$ cat src/rtl/cdb_arbiter_pkg.sv
// rtl/cdb_arbiter_pkg.sv - shared CDB packet types and widths (package sys_defs)
`ifndef ROB_TAG_WIDTH
`define ROB_TAG_WIDTH 6
`endif
`ifndef XLEN
`define XLEN 32
`endif

package sys_defs;

    localparam int ROB_TAG_W = `ROB_TAG_WIDTH;
    localparam int XLEN_W    = `XLEN;

    // One broadcast as seen by the ROB, reservation stations and map table.
    typedef struct packed {
        logic [ROB_TAG_W-1:0] rob_tag;
        logic [XLEN_W-1:0]    v;
    } CDB_ROB_PACKET;

    // One functional unit's pending writeback request.
    typedef struct packed {
        logic                 valid;
        logic [ROB_TAG_W-1:0] rob_tag;
        logic [XLEN_W-1:0]    value;
    } FU_CDB_REQ;

endpackage

$ cat src/rtl/cdb_arbiter_rr.sv
// rtl/cdb_arbiter_rr.sv - combinational one-hot round-robin picker (module rr_arbiter)
module rr_arbiter #(
    parameter  int N     = 4,
    localparam int IDX_W = $clog2(N)
) (
    input  logic [N-1:0]     req,
    input  logic [IDX_W-1:0] ptr,
    output logic [N-1:0]     grant,
    output logic [IDX_W-1:0] grant_idx,
    output logic             grant_valid
);

    int cand;

    // Scan from ptr upward with wraparound; the first requester found wins.
    always_comb begin
        grant       = '0;
        grant_idx   = '0;
        grant_valid = 1'b0;
        cand        = 0;
        for (int k = 0; k < N; k++) begin
            cand = (int'(ptr) + k) % N;
            if (!grant_valid && req[IDX_W'(cand)]) begin
                grant_valid           = 1'b1;
                grant[IDX_W'(cand)]   = 1'b1;
                grant_idx             = IDX_W'(cand);
            end
        end
    end

endmodule

$ cat src/rtl/cdb_arbiter.sv
// rtl/cdb_arbiter.sv - round-robin CDB arbiter; optional stats under CDB_ARB_STATS_EN
import sys_defs::*;

module cdb_arbiter #(
    parameter  int NUM_FU = 4,
    parameter  int TAG_W  = ROB_TAG_W,
    parameter  int DATA_W = XLEN_W,
    parameter  int CNT_W  = 16,
    localparam int IDX_W  = $clog2(NUM_FU)
) (
    input  logic                           clock,
    input  logic                           reset,
    input  logic [NUM_FU-1:0]              fu_req,
    input  logic [NUM_FU-1:0][TAG_W-1:0]   fu_rob_tag,
    input  logic [NUM_FU-1:0][DATA_W-1:0]  fu_value,
    output logic [NUM_FU-1:0]              fu_grant,
    input  logic                           squash,
    output logic                           cdb_valid,
    output logic [TAG_W-1:0]               cdb_rob_tag,
    output logic [DATA_W-1:0]              cdb_value,
    output logic [IDX_W-1:0]               cdb_fu_idx,
    output logic [NUM_FU-1:0][CNT_W-1:0]   grant_count,
    output logic [CNT_W-1:0]               conflict_count
);

    logic [IDX_W-1:0]  rr_ptr;
    logic [NUM_FU-1:0] arb_grant;
    logic [IDX_W-1:0]  arb_idx;
    logic              arb_valid;
    logic              grant_fire;

    rr_arbiter #(.N(NUM_FU)) u_rr (
        .req         (fu_req),
        .ptr         (rr_ptr),
        .grant       (arb_grant),
        .grant_idx   (arb_idx),
        .grant_valid (arb_valid)
    );

    // No grant leaves the arbiter while reset is held or the pipeline is flushing.
    assign grant_fire = reset && !squash && arb_valid;
    assign fu_grant   = grant_fire ? arb_grant : '0;

    // Latch the winner onto the CDB one cycle later and advance the pointer past it.
    always_ff @(posedge clock or negedge reset) begin
        if (!reset) begin
            cdb_valid   <= 1'b0;
            cdb_rob_tag <= '0;
            cdb_value   <= '0;
            cdb_fu_idx  <= '0;
            rr_ptr      <= '0;
        end else begin
            cdb_valid <= grant_fire;
            if (grant_fire) begin
                cdb_rob_tag <= fu_rob_tag[arb_idx];
                cdb_value   <= fu_value[arb_idx];
                cdb_fu_idx  <= arb_idx;
                rr_ptr      <= (arb_idx == IDX_W'(NUM_FU - 1)) ? '0 : arb_idx + IDX_W'(1);
            end
        end
    end

`ifdef CDB_ARB_STATS_EN
    logic [NUM_FU-1:0][CNT_W-1:0] grant_cnt_q;
    logic [CNT_W-1:0]             conflict_q;
    logic                         multi_req;

    // More than one bit set iff clearing the lowest set bit leaves something.
    assign multi_req = (fu_req & (fu_req - NUM_FU'(1))) != '0;

    // Saturating per-FU grant totals and contention-cycle count.
    always_ff @(posedge clock or negedge reset) begin
        if (!reset) begin
            grant_cnt_q <= '0;
            conflict_q  <= '0;
        end else begin
            for (int i = 0; i < NUM_FU; i++) begin
                if (fu_grant[i] && (grant_cnt_q[i] != '1))
                    grant_cnt_q[i] <= grant_cnt_q[i] + CNT_W'(1);
            end
            if (!squash && multi_req && (conflict_q != '1))
                conflict_q <= conflict_q + CNT_W'(1);
        end
    end

    assign grant_count    = grant_cnt_q;
    assign conflict_count = conflict_q;
`else
    assign grant_count    = '0;
    assign conflict_count = '0;
`endif

endmodule
$ cat config.mk
export PLATFORM = sky130hd
export DESIGN_NAME = cdb_arbiter
export DESIGN_NICKNAME = d
export VERILOG_FILES = /design/src/rtl/cdb_arbiter_pkg.sv /design/src/rtl/cdb_arbiter_rr.sv /design/src/rtl/cdb_arbiter.sv
export SDC_FILE = /design/constraint.sdc
export NUM_CORES = 1
export LEC_CHECK = 0
export CORE_MARGIN = 3
export CORE_UTILIZATION = 39
export CTS_BUF_LIST = sky130_fd_sc_hd__clkbuf_4
export CTS_CLUSTER_DIAMETER = 40
export CTS_CLUSTER_SIZE = 10
export DETAILED_ROUTE_END_ITERATION = 10
export GPL_ROUTABILITY_DRIVEN = 0
export HOLD_SLACK_MARGIN = 0.03
export PLACE_DENSITY_LB_ADDON = 0.05
export SLEW_MARGIN = 15
export SYNTH_ARGS = -nofsm -noshare
export SYNTH_HDL_FRONTEND = slang
export SYNTH_SLANG_ARGS = --single-unit
$ cat constraint.sdc
create_clock -name clock -period 3.37 [get_ports clock]
set_input_delay 0.337 -clock clock [delete_from_list [all_inputs] [get_ports clock]]
set_output_delay 0.337 -clock clock [all_outputs]
set_load 0.01 [all_outputs]
Yosys cells after proc, flatten, opt, wreduce, memory -nomap -nowiden --
Cells that the tools add are included.
Word-level totals: flip-flop bits (word level) 43, input bits 159
Cells by class: reductions and logical operators 13, order comparisons 9, $add $sub $neg 4, muxes and demuxes 38, equal/unequal tests 1, bitwise logic cells 3
Operator list (number):
- $bmux W32 S2 | 1
- $mux W32 | 1
- $mux W4 | 5
- $lt A2 B4 Y1 const B | 4
- $mux W1 | 16
- $bmux W6 S2 | 1
- $or A4 B4 Y4 | 3
- $mux W2 | 5
- $logic_and A1 B1 Y1 | 9
- $bmux W1 S2 | 4
- $demux W1 S2 | 4
- $ge A2 B1 Y1 const B | 4
- $mux W6 | 1
- $add A2 B1 Y2 const B | 2
- $add A2 B2 Y2 const B | 2
- $logic_not A1 Y1 | 4
- $lt A2 B3 Y1 const B | 1
- $eq A2 B2 Y1 const B | 1

Logic depth before layout (Yosys ltp) --
depth in word-level cells 15, mapped depth 13, mapped depth without buffers 9

By module --
Synthesis repeated with hierarchy kept, for this count alone.
Unflattened totals: cell total of the unflattened synthesis 287, area total of the unflattened synthesis 3872.5 um^2
By module, submodules not included:
- cdb_arbiter | cells each 225, times used 1, area an instance 3340.7 um^2
- rr_arbiter | cells each 62, times used 1, area an instance 531.8 um^2

Worst setup path before layout --
No wires, ideal clock.
path kind reg2reg, start register rr_ptr[0], end register rr_ptr[0], setup slack 0.315 ns, buffers on the path 4, stages on the path, launching flop included 14, data required time 3.249 ns, arrival time 2.934 ns, library setup time 0.121 ns, cells stage by stage dfrtp_1 -> buf_4 -> inv_1 -> ha_1 -> buf_2 -> inv_1 -> o31a_1 -> a221o_1 -> inv_1 -> clkbuf_1 -> buf_2 -> ha_1 -> o21ai_0 -> a22o_1
On the way: word-level cells in the longest chain between the ends 15, elaborated cells on any way between the ends 33, classes of those cells add/sub (4); eq/ne (1); mux (21); reduce/logical (7)
RTL lines:
- start: declaration | RTL line cdb_arbiter.sv:26 | logic [IDX_W-1:0] rr_ptr;
- start signal: assignment | RTL line cdb_arbiter.sv:58 | rr_ptr <= (arb_idx == IDX_W'(NUM_FU - 1)) ? '0 : arb_idx + IDX_W'(1);
- parallel branches: the longest is 12 deep, another holds $add A2 B1 Y2
- $mux W2 (*) | RTL line cdb_arbiter_rr.sv:23 | if (!grant_valid && req[IDX_W'(cand)]) begin
- named net arb_idx[1] | RTL line cdb_arbiter.sv:28 | logic [IDX_W-1:0] arb_idx;
- $eq A2 B2 Y1 (*) | RTL line cdb_arbiter.sv:58
- $mux W2 (*) | RTL line cdb_arbiter.sv:58
Mark *: on every way through the listed nets, which the timed path passes. The select of a mux whose other input is x is not followed. A chain may end at the register's enable or synchronous reset.

Worst setup path in the final report --
start input fu_req[1], end output fu_grant[1]
On the way: word-level cells in the longest chain between the ends 15, elaborated cells on any way between the ends 31, classes of those cells mux (21); bitwise (3); reduce/logical (7)
RTL lines:
- start: declaration | RTL line cdb_arbiter.sv:13 | input logic [NUM_FU-1:0] fu_req,
- $bmux W1 S2 | RTL line cdb_arbiter_rr.sv:23
- $mux W1 (not written as such) (2 in a row) | RTL line cdb_arbiter_rr.sv:23
- $mux W1 | RTL line cdb_arbiter_rr.sv:23
- $logic_not A1 Y1 | RTL line cdb_arbiter_rr.sv:23
- $logic_and A1 B1 Y1 | RTL line cdb_arbiter_rr.sv:23
- $mux W1 | RTL line cdb_arbiter_rr.sv:23
- $logic_not A1 Y1 | RTL line cdb_arbiter_rr.sv:23
- $logic_and A1 B1 Y1 | RTL line cdb_arbiter_rr.sv:23
- $mux W1 | RTL line cdb_arbiter_rr.sv:23
- $logic_not A1 Y1 | RTL line cdb_arbiter_rr.sv:23
- $logic_and A1 B1 Y1 | RTL line cdb_arbiter_rr.sv:23
- $mux W1 | RTL line cdb_arbiter_rr.sv:23
- $logic_and A1 B1 Y1 | RTL line cdb_arbiter.sv:41 | assign grant_fire = reset && !squash && arb_valid;
- $mux W4 (*) | RTL line cdb_arbiter.sv:42 | assign fu_grant = grant_fire ? arb_grant : '0;
- end: declaration | RTL line cdb_arbiter.sv:16 | output logic [NUM_FU-1:0] fu_grant,
Every way passes the cells marked *; elsewhere a longest branch is shown, timed or not. The select of a mux whose other input is x is not followed.

==> results.md <==
| Metric | This run |
| --- | --- |
| Die ar. | 0.0134 sq mm |
| Number of DRC violations after detailed-routing iteration 0 | 418 |
| Drt wl/cell | 18.6 um |
| Wirelength, routed | 16400 um |
| Register area share after synthesis | 22.9% |
| Clock tree from TritonCTS | yes |
| Clk Tree Root Cell | sky130_fd_sc_hd__clkbuf_4 |
| Number of buffers on the longest clock path | 2 |
| I/O pin total | 284 |
| DRC errors left | 0 |
| Most used cells in the layout excluding fill and tap cells | 202 x sky130_fd_sc_hd__clkdlybuf4s50_1, 80 x sky130_fd_sc_hd__conb_1, 48 x sky130_fd_sc_hd__nand2_1 |
| Port bufs | 203 |
| Path type of the worst min-delay path | in -> async |
| Worst Setup Slack post-DPL | 0.0550 ns |
| Die Ht | 116 um |
| FP Rows | 39 |
| Most crowded layer after global routing | met2 |
| Worst IR drop on VDD | 0.000543 V |
| Area taken by multi-input logic gates | 0.00289 sq mm |
| # diodes | 0 |
| Post-synthesis share of cell area spent on and, or, nand and nor gates | 21.9% |
| Antenna Nets Post-Route | 0 |
| Number of buffers added to fix hold violations after cts | 0 |
| Category of the most critical setup path | in -> out |
| Dominant cells by area after synthesis | sky130_fd_sc_hd__dfrtp_1 23%, sky130_fd_sc_hd__buf_4 13%, sky130_fd_sc_hd__a2111oi_2 8.6% |
| Seq cells post-synth | 43 |
| Final core utilization | 56.6% |
| Post-synth top area share | 22.9% |
| Fillers | 1075 |
| Sum Neg Setup Slack | 0 ns |
| HPWL after detailed placement | 11600 um |
| Top flip-flop cell by instance count after synthesis | sky130_fd_sc_hd__dfrtp_1 |
| Clock transition at the registers of the reported paths | 0.15 ns |
| Max H-tree Level | 2 |
| CP required | 3.03 ns |
| Number of warnings issued by yosys | 0 |
| Largest area contributor in the netlist | sky130_fd_sc_hd__dfrtp_1 |
| Met3 Resource Use GR | 3.39% |
| Capturing element type of the critical path | primary output |
| Final critical-path share of the clock period | 97.1% |
| TritonRoute pass-1 iters | 5 |
| Synthesized instance count | 574 |
| FFs w/ async S/R, synth | 100% |
| Placeable core area | 0.0116 sq mm |
| Actual transition at the worst max-transition pin | 0.848 ns |
| Total routing resource utilization after global routing | 23.0% |
| Final slew viol count | 0 |
| GR met2 Demand/Resource | 38.5% |
| Share of layout cells above drive strength 1 | 12.4% |
| Grt total ovfl | 0 |
| Number of global-route vias before repair | 4560 |
| Number of failing setup endpoints in the final timing report | 0 |
| Syn avg cell area | 8.20 sq um |
| Most common cell after layout, fill and taps aside | sky130_fd_sc_hd__clkdlybuf4s50_1 |
| Number of antenna violations at the first check in global routing | 0 |
| Worst clock skew | 0.0152 ns |
| Area fraction in compound gates after synthesis | 27.7% |
| Number of unique standard cell types used by synthesis | 45 |
| Post-synth EDFFs | 0 |
| Rel. slew slack | 43.5% |
| Met1 layer usage reported by global route | 31.0% |
| Clock sink total | 43 |
| Post-synthesis mux area share | 2.31% |
| Register-to-Register Path Depth | 9 |
| Post-detailed-route via-to-cell ratio | 5.44 |
| Dominant combinational cell family by area after synthesis | compound AO/OA/AOI/OAI gates |
| Parity-gate share of the synthesized area counting xor and xnor cells | 0.186% |
| Storage cell area | 0.00108 sq mm |
| Max Freq | 306 MHz |
| Run status | completed |
| Final hold violation count | 0 |
| Combined area of all synthesized cells | 0.00470 sq mm |
| Smallest setup slack after layout | 0.0992 ns |
| Nets | 909 |
| Routed vias | 4811 |
| Die extent in x | 116 um |
| Unrepaired setup endpoints after global routing | no |
| Pin count of the biggest net entering global routing | 78 |
| Maxcap violations | 0 |
| Syn-to-layout area delta | 39.8% |
| Crit start category | input port |
| TritonCTS Buffers | 5 |
| Starting density of the core | 40.5% |
| Total power density per cell area | 739 mW/mm^2 |
| Share of synthesized cell area in full adder, half adder and majority cells | 2.39% |
| Maximum fanout along the worst path | 11 |
| Clk_lat worst skew | 0.38 ns |
| Static leakage | 2.61 nW |
| First-pass GRT wire length | 24700 um |
| Final min period | 3.27 ns |
| Data arrival at the endpoint of the critical path | 2.93 ns |
| Worst slack on hold paths | 0.0938 ns |
-- through the flow --
step,area (sq um),power (W),cells
after floorplan,5000,0.00331,653
after global placement,6490,0.00447,876
after detailed placement,6490,0.00454,876
after CTS,6560,0.00485,885
after global routing,6580,0.00524,885
final,6580,0.00486,885
-- registers in the layout (all words and copies together), names as in the netlist --
register     count
cdb_valid        1
cdb_fu_idx       2
cdb_value       32
cdb_rob_tag      6
rr_ptr           2
-- final cells by class --
class | count | area share (%)
Clock buffer | 7 | 0.799
Clock inverter | 1 | 0.0761
Inverter | 44 | 2.51
Multi-Input combinational cell | 427 | 44.0
Sequential cell | 43 | 16.4
Tap cell | 143 | 2.72
Timing Repair Buffer | 220 | 33.5
-- power breakdown --
| part | leakage [nW] | switching [W] | internal (W) |
|---|---|---|---|
| combinational | 2.09 | 0.00209 | 0.00157 |
| clock | 0.0361 | 0.000189 | 0.0000979 |
| sequential | 0.484 | 0.000144 | 0.000768 |
-- metal layers --
layer / wire length (um) / part of all wire [%]
met5: 0 / 0
met4: 312 / 1.9
met3: 1150 / 7.0
met2: 8180 / 50
met1: 6780 / 41
-- timing repair --
action                                  CTS  global route
endpoints found under the setup margin    4             4
pin swaps                                 0             0
endpoints found under the hold margin     0             0
gates resized for setup                   3             3
buffers inserted                          1             0
-- worst max-delay path: stages --
cell,delay [ns]
sky130_fd_sc_hd__clkdlybuf4s50_1,0.57
sky130_fd_sc_hd__buf_4,0.24
sky130_fd_sc_hd__mux4_2,0.53
sky130_fd_sc_hd__nor2b_1,0.24
sky130_fd_sc_hd__a221o_1,0.17
sky130_fd_sc_hd__o21ai_0,0.07
sky130_fd_sc_hd__a21oi_1,0.20
sky130_fd_sc_hd__clkdlybuf4s50_1,0.57
-- kinds of logic (layout without fill, tap and decap cells) --
| logic type | Yosys count | count (layout) |
|---|---|---|
| multiplexers | 7 | 7 |
| other | 1 | 80 |
| XOR/XNOR | 1 | 1 |
| AND/OR/NAND/NOR | 191 | 191 |
| AO/OA/AOI/OAI | 139 | 139 |
| buffers and inverters | 183 | 272 |
| adder cells (fa/ha/maj) | 9 | 9 |
| flip-flops | 43 | 43 |
-- synth_stat cells, types with 2 or more instances --
| library cell | n |
|---|---|
| sky130_fd_sc_hd__o21ai_0 | 8 |
| sky130_fd_sc_hd__buf_2 | 20 |
| sky130_fd_sc_hd__buf_4 | 83 |
| sky130_fd_sc_hd__and3b_1 | 2 |
| sky130_fd_sc_hd__or3_1 | 2 |
| sky130_fd_sc_hd__buf_6 | 5 |
| sky130_fd_sc_hd__a2111oi_2 | 27 |
| sky130_fd_sc_hd__a2111oi_1 | 2 |
| sky130_fd_sc_hd__nand2_1 | 49 |
| sky130_fd_sc_hd__or2_2 | 2 |
| sky130_fd_sc_hd__ha_1 | 9 |
| sky130_fd_sc_hd__a31oi_1 | 38 |
| sky130_fd_sc_hd__mux2i_1 | 3 |
| sky130_fd_sc_hd__a211oi_2 | 20 |
| sky130_fd_sc_hd__a211oi_1 | 21 |
| sky130_fd_sc_hd__and4_1 | 38 |
| sky130_fd_sc_hd__nor2b_1 | 3 |
| sky130_fd_sc_hd__nand2b_1 | 2 |
| sky130_fd_sc_hd__nor2_1 | 42 |
| sky130_fd_sc_hd__clkbuf_1 | 31 |
| sky130_fd_sc_hd__a2111oi_0 | 9 |
| sky130_fd_sc_hd__nand3b_1 | 3 |
| sky130_fd_sc_hd__nand3_1 | 4 |
| sky130_fd_sc_hd__a21oi_1 | 3 |
| sky130_fd_sc_hd__inv_1 | 42 |
| sky130_fd_sc_hd__a221o_1 | 3 |
| sky130_fd_sc_hd__nor3_1 | 39 |
| sky130_fd_sc_hd__inv_2 | 2 |
| sky130_fd_sc_hd__a41oi_1 | 2 |
| sky130_fd_sc_hd__mux4_2 | 3 |
| sky130_fd_sc_hd__dfrtp_1 | 43 |
-- worst paths after layout --
path	from	endpoint	slack, ns
max	fu_req[1]	fu_grant[1]	0.1
max reg2reg	rr_ptr[0]	rr_ptr[0]	0.36
min in group clock	fu_value[65]	cdb_value[1]	0.49
max in group asynchronous	reset	rr_ptr[1]	2.83
min reg2reg	cdb_fu_idx[1]	cdb_fu_idx[1]	0.50
min	reset	cdb_rob_tag[2]	0.09
(Power assumes the default switching activity.)
